**src/rtl/dsp_simd_pack_i8.sv**
```systemverilog
`default_nettype none
// ============================================================================
//  Module      : dsp_simd_pack_i8
//  Description : Operand packer for the DSP bitwise datapath. Collects a
//                stream of DW-bit operand pairs and packs them, one pair per
//                lane, into LANES x LANE_W SIMD words. A word is emitted
//                after LANES accepted beats, or earlier when a beat carries
//                in_last. Both sides use valid/ready handshakes.
//  Revision    : 1.0 - initial release
// ----------------------------------------------------------------------------
//  Ports
//    clock      in   1              rising-edge clock
//    reset      in   1              asynchronous active-high reset
//    in_valid   in   1              input beat valid
//    in_ready   out  1              block accepts the input beat
//    in_a       in   DW             operand A for the current lane
//    in_b       in   DW             operand B for the current lane
//    in_last    in   1              this beat closes the word regardless of fill
//    out_valid  out  1              packed word valid
//    out_ready  in   1              consumer accepts the packed word
//    out_a      out  LANES*LANE_W   packed A operand
//    out_b      out  LANES*LANE_W   packed B operand
//    out_mask   out  LANES          bit i set = lane i holds real data
// ============================================================================
module dsp_simd_pack_i8 #(
   parameter int LANES  = 4,
   parameter int LANE_W = 12,
   parameter int DW     = 8
) (
   input  logic                      clock,
   input  logic                      reset,
   input  logic                      in_valid,
   output logic                      in_ready,
   input  logic [DW-1:0]             in_a,
   input  logic [DW-1:0]             in_b,
   input  logic                      in_last,
   output logic                      out_valid,
   input  logic                      out_ready,
   output logic [LANES*LANE_W-1:0]   out_a,
   output logic [LANES*LANE_W-1:0]   out_b,
   output logic [LANES-1:0]          out_mask
);

   localparam int WW = LANES * LANE_W;
   // Counter needs at least one bit even for a single-lane configuration.
   localparam int CW = (LANES > 1) ? $clog2(LANES) : 1;
   localparam logic [CW-1:0] C_CNT_LAST = CW'(LANES - 1);

   // FILLING: no word held. HOLDING: a word waits on out_ready.
   typedef enum logic [0:0] {
      S_FILLING = 1'b0,
      S_HOLDING = 1'b1
   } state_t;

   state_t            state_q, state_d;
   logic [CW-1:0]     cnt_q, cnt_d;
   logic [WW-1:0]     acc_a_q, acc_a_d;
   logic [WW-1:0]     acc_b_q, acc_b_d;
   logic [LANES-1:0]  acc_mask_q, acc_mask_d;
   logic [WW-1:0]     out_a_q, out_a_d;
   logic [WW-1:0]     out_b_q, out_b_d;
   logic [LANES-1:0]  out_mask_q, out_mask_d;

   logic              beat_accept;
   logic              beat_close;
   logic [WW-1:0]     merged_a;
   logic [WW-1:0]     merged_b;
   logic [LANES-1:0]  merged_mask;

   // ------------------------------------------------------------------------
   // Handshake. in_ready looks at out_ready only (never at in_valid), so a
   // word being drained this cycle frees the slot for a new closing beat.
   // ------------------------------------------------------------------------
   assign in_ready    = !reset && ((state_q == S_FILLING) || out_ready);
   assign beat_accept = in_valid && in_ready;
   assign beat_close  = beat_accept && ((cnt_q == C_CNT_LAST) || in_last);

   // ------------------------------------------------------------------------
   // Accumulator with the current beat merged into lane cnt_q. Lanes not yet
   // written are zero because the accumulator is cleared on every close, so
   // the merged value is directly the outgoing word on a closing beat.
   // ------------------------------------------------------------------------
   always_comb begin
      merged_a    = acc_a_q;
      merged_b    = acc_b_q;
      merged_mask = acc_mask_q;
      for (int i = 0; i < LANES; i++) begin
         if (cnt_q == CW'(i)) begin
            // Cast zero-extends the operand into the full lane.
            merged_a[i*LANE_W +: LANE_W] = LANE_W'(in_a);
            merged_b[i*LANE_W +: LANE_W] = LANE_W'(in_b);
            merged_mask[i]               = 1'b1;
         end
      end
   end

   // ------------------------------------------------------------------------
   // Output-valid state: next-state logic
   // ------------------------------------------------------------------------
   always_comb begin
      state_d = state_q;
      if (beat_close) begin
         // Also covers drain + close in one cycle: stay valid, no bubble.
         state_d = S_HOLDING;
      end else if ((state_q == S_HOLDING) && out_ready) begin
         state_d = S_FILLING;
      end
   end

   // ------------------------------------------------------------------------
   // Fill counter, accumulator and output word: next-state logic.
   // Output registers change only on a closing beat, so they hold steady
   // under backpressure and keep their last value after a drain.
   // ------------------------------------------------------------------------
   always_comb begin
      cnt_d      = cnt_q;
      acc_a_d    = acc_a_q;
      acc_b_d    = acc_b_q;
      acc_mask_d = acc_mask_q;
      out_a_d    = out_a_q;
      out_b_d    = out_b_q;
      out_mask_d = out_mask_q;
      if (beat_accept) begin
         if (beat_close) begin
            cnt_d      = '0;
            acc_a_d    = '0;
            acc_b_d    = '0;
            acc_mask_d = '0;
            out_a_d    = merged_a;
            out_b_d    = merged_b;
            out_mask_d = merged_mask;
         end else begin
            cnt_d      = cnt_q + 1'b1;
            acc_a_d    = merged_a;
            acc_b_d    = merged_b;
            acc_mask_d = merged_mask;
         end
      end
   end

   // ------------------------------------------------------------------------
   // State registers
   // ------------------------------------------------------------------------
   always_ff @(posedge clock or posedge reset) begin
      if (reset) begin
         state_q    <= S_FILLING;
         cnt_q      <= '0;
         acc_a_q    <= '0;
         acc_b_q    <= '0;
         acc_mask_q <= '0;
         out_a_q    <= '0;
         out_b_q    <= '0;
         out_mask_q <= '0;
      end else begin
         state_q    <= state_d;
         cnt_q      <= cnt_d;
         acc_a_q    <= acc_a_d;
         acc_b_q    <= acc_b_d;
         acc_mask_q <= acc_mask_d;
         out_a_q    <= out_a_d;
         out_b_q    <= out_b_d;
         out_mask_q <= out_mask_d;
      end
   end

   assign out_valid = (state_q == S_HOLDING);
   assign out_a     = out_a_q;
   assign out_b     = out_b_q;
   assign out_mask  = out_mask_q;

endmodule
`default_nettype wire

```
**config.mk**
```make
export PLATFORM = sky130hd
export DESIGN_NAME = dsp_simd_pack_i8
export DESIGN_NICKNAME = d
export VERILOG_FILES = /design/src/rtl/dsp_simd_pack_i8.sv
export SDC_FILE = /design/constraint.sdc
export NUM_CORES = 1
export LEC_CHECK = 0
export BUFFER_PORTS_ARGS = -buffer_cell sky130_fd_sc_hd__buf_2
export CORE_MARGIN = 8
export CORE_UTILIZATION = 61
export DETAILED_ROUTE_END_ITERATION = 8
export PLACE_DENSITY = 0.85
export SKIP_CTS_REPAIR_TIMING = 1
export SYNTH_ARGS = -nofsm -noshare
export SYNTH_HDL_FRONTEND = slang
export SYNTH_SLANG_ARGS = --single-unit
```
**constraint.sdc**
```tcl
create_clock -name clock -period 11.5 [get_ports clock]
set_input_delay 1.15 -clock clock [delete_from_list [all_inputs] [get_ports clock]]
set_output_delay 1.15 -clock clock [all_outputs]
set_load 0.02 [all_outputs]
```
# Word-level counts from Yosys, hierarchy flattened
# Cells that the tools add are included.
# Widths: inputs -> output; s select.
# op_classes
mux	18
addsub	1
bitwise	1
n_eq_ne	3
reduce_logical	10
# ops
operator	n
$mux 12	8
$mux 48	2
$mux 1	6
$eq 2x2->1 const B	2
$logic_and 1x1->1	4
$mux 4	1
$add 2x1->2 const B	1
$eq 2x1->1 const B	1
$logic_not 2->1	1
$logic_or 1x1->1	2
$mux 2	1
$reduce_and 2->1	1
$reduce_bool 2->1	1
$logic_not 1->1	1
$not 1->1	1
# totals
word_cells	41
reg_bits	203

# Depth between registers and ports, before layout
# depth
ltp_word	6
mapped_depth	7
ltp_nobuf	4

# Least setup slack after synthesis
# OpenSTA, ideal clock, no wires.
# synth_timing
path_type	input to output
from	input port out_ready
to	output port in_ready
n_path_buf	1
path_stages	3
t_arrival_ns	1.625
path_slack_ns	8.725
required_time_ns	10.350
cell_sequence	nor2b_1 > buf_2 > nor2_1
# synth_between
elab_chain_cells	2
# synth_lines
element	line	source
start: declaration	38	input logic out_ready,
$logic_or 1x1->1	74	assign in_ready = !reset && ((state_q == S_FILLING) || out_ready);
$logic_and 1x1->1	74	
end: declaration	33	output logic in_ready,
# Every way passes these cells.

# Worst setup path after layout
# Same ends and word-level chain as after synthesis.

==> results_dict.tcl <==
set metrics [dict create \
    outcome "completed" \
    power.density_nw_per_um2 200 \
    dp_slack_ns 8.16 \
    die_area_um2 17600 \
    synth_flop_cell "dfrtp_1" \
    viasPerCell 5.79 \
    cts-root-buf "clkbuf_16" \
    place_inst 842 \
    rows 42 \
    critPathMaxFanout 9 \
    overflow 0 \
    ir_worst_vdd_mv 0.112 \
    seq_area_frac_synth_pct 61.2 \
    cts.path.max_buffers 3 \
    worstSetupStartpointType "input port" \
    antenna_found_initial 0 \
    grt_pass1_vias 5627 \
    drc 0 \
    hold_viol_final 0 \
    syn_area_um2 8300 \
    finalCritPeriodShare_pct 29.1 \
    critical-path-max-stage-delay_ns 0.58 \
    antenna_cells 0 \
    syn_avg_cell_area_um2 14.3 \
    yosysWarnings 0 \
    vias 5079 \
    clk-insertion-delay-late_ns 0.48 \
    slew_violations 0 \
    h-tree-depth 1 \
    numCtsBuffers 20 \
    final_nets 713 \
    setup.worst_path.class "input port to output port" \
    crit_chain "buf_2 -> nor2b_1 -> nor2_1 -> buf_2" \
    portBuffers 122 \
    cpMaxStageDelayCell "nor2b_1" \
    power_uw 1930 \
    grt_pass1_wl_um 30700 \
    layout_common_cells "203 x dfrtp_1, 153 x mux2_2, 122 x buf_2" \
    drt_iter0_drc 367 \
    crit_path_end_kind "output port" \
    dr.pass1.iters 5 \
    postSynth.asyncResetShare_pct 100 \
    worstPathRequired_ns 10.35 \
    fin_setup_tns_ns 0 \
    post_drt_wl_per_cell_um 21.0 \
    synth_edf_count 0 \
    start_util_pct 62.5 \
    grt_max_degree 115 \
    yosys.cell_types.count 24 \
    grt_usage_pct 21.3 \
    hpwl_um 11700 \
    grt_setup_unrepaired "false" \
    die_x_um 133 \
    skew_ns 0.00958 \
    ios 123 \
    tightestPinTransition_ns 1.35 \
    setup_viol 0 \
    cap_violations 0 \
    ant_nets 0 \
    die_y_um 133 \
    netlist_instances 580 \
    hold_path.class "register to register" \
    final_common_cell "dfrtp_1" \
    relSlewSlack_pct 9.98 \
    coreArea_um2 13300 \
    fin_ws_ns 8.15 \
    syn-num-nets 605 \
    clock-sinks 203 \
    fmax_ghz 0.299 \
    syn_to_final_growth_pct 16.5 \
    path_clk_slew_ns 0.06 \
    drive_gt1_share_pct 44.9 \
    period_minus_slack_ns 3.35 \
    power.leakage_uw 0.00507 \
    cts_tree "yes" \
    fin_cells 877 \
    globalplace.congestion 0.742 \
    arrival_ns 2.20 \
    path_common_cell "buf_2" \
    ys_ff_latch 203 \
    wl_um 18400 \
]
## worst max-delay path: cells and delay by family
family	cells	cell delay, ns
and+or+nand+nor	2	0.72
buffers and inverters	2	0.32
## area by class of cell
cell class                      instances  area, µm²
Fill cell                             843       3620
Inverter                                3       18.8
Clock buffer                           32        617
Clock inverter                          3       17.5
Multi-Input combinational cell        332       3070
Timing Repair Buffer                  128        656
Sequential cell                       203       5080
Tap cell                              176        220
## kinds of logic (layout without fill, tap and decap cells)
group / after synthesis / after routing / share of synthesized area [%]
compound gates: 65 / 65 / 6.39
fa+ha+maj: 4 / 4 / 0.603
buf+inv: 45 / 166 / 2.50
flops: 203 / 203 / 61.2
mux: 160 / 160 / 21.7
simple gates: 103 / 103 / 7.63
## stage by stage
stage / utilization [%] / area [µm²] / hold WS (ns)
final: 72.8 / 9680 / 0.477
after global routing: 72.8 / 9680 / 0.493
after CTS: 72.8 / 9680 / 0.481
after detailed placement: 68.0 / 9040 / 0.463
after global placement: 68.0 / 9040 / 0.461
after floorplan: - / 8300 / 0.445
## where the power goes
part	switching, µW	total (µW)	internal, µW
clock network	258	624	367
logic	247	429	182
registers	62.2	878	816
## synth_stat cells (3+ instances only)
master      n  area, µm²
and4_1      3       26.3
mux2_1      7       78.8
and2_1     49        307
dfrtp_1   203       5080
ha_1        4       50.1
clkbuf_1   18       67.6
o31ai_1     4       30.0
inv_1       3       11.3
o21ai_0     7       35.0
a22o_1     48        420
buf_2      22        110
mux2_2    153       1720
nor2_1      9       33.8
o311ai_1    3       26.3
a31oi_1     3       18.8
nor2b_1    34        213
## final timing paths
| path | startpoint | slack [ns] | to | cells past startpoint |
|---|---|---|---|---|
| worst max-delay path | out_ready | 8.15 | in_ready | 4 |
| worst min-delay path | out_a[8] | 0.48 | out_a[8] | 1 |
| worst max register to register | cnt_q[0] | 8.75 | acc_a_q[29] | 4 |
| worst min register to register | out_a[8] | 0.48 | out_a[8] | 1 |
| max in group asynchronous | reset | 9.11 | out_a[10] | 3 |
| min in group asynchronous | reset | 0.83 | acc_b_q[33] | 2 |
## sequential cells by signal, indices dropped and copies added (netlist names)
signal      cells
out_a          48
acc_a_q        48
acc_mask_q      4
cnt_q           2
out_b          48
acc_b_q        48
out_valid       1
out_mask        4
## per-layer routing
metal  GRT usage, %  wire length, µm  vias up
li1               -                -     2256
met2           35.5             9190      159
met3           5.30             1180       32
met5              0                0        -
met1           27.3             7700     2632
met4           5.49              337        0
Note: power is estimated with default switching activity, not from simulation.
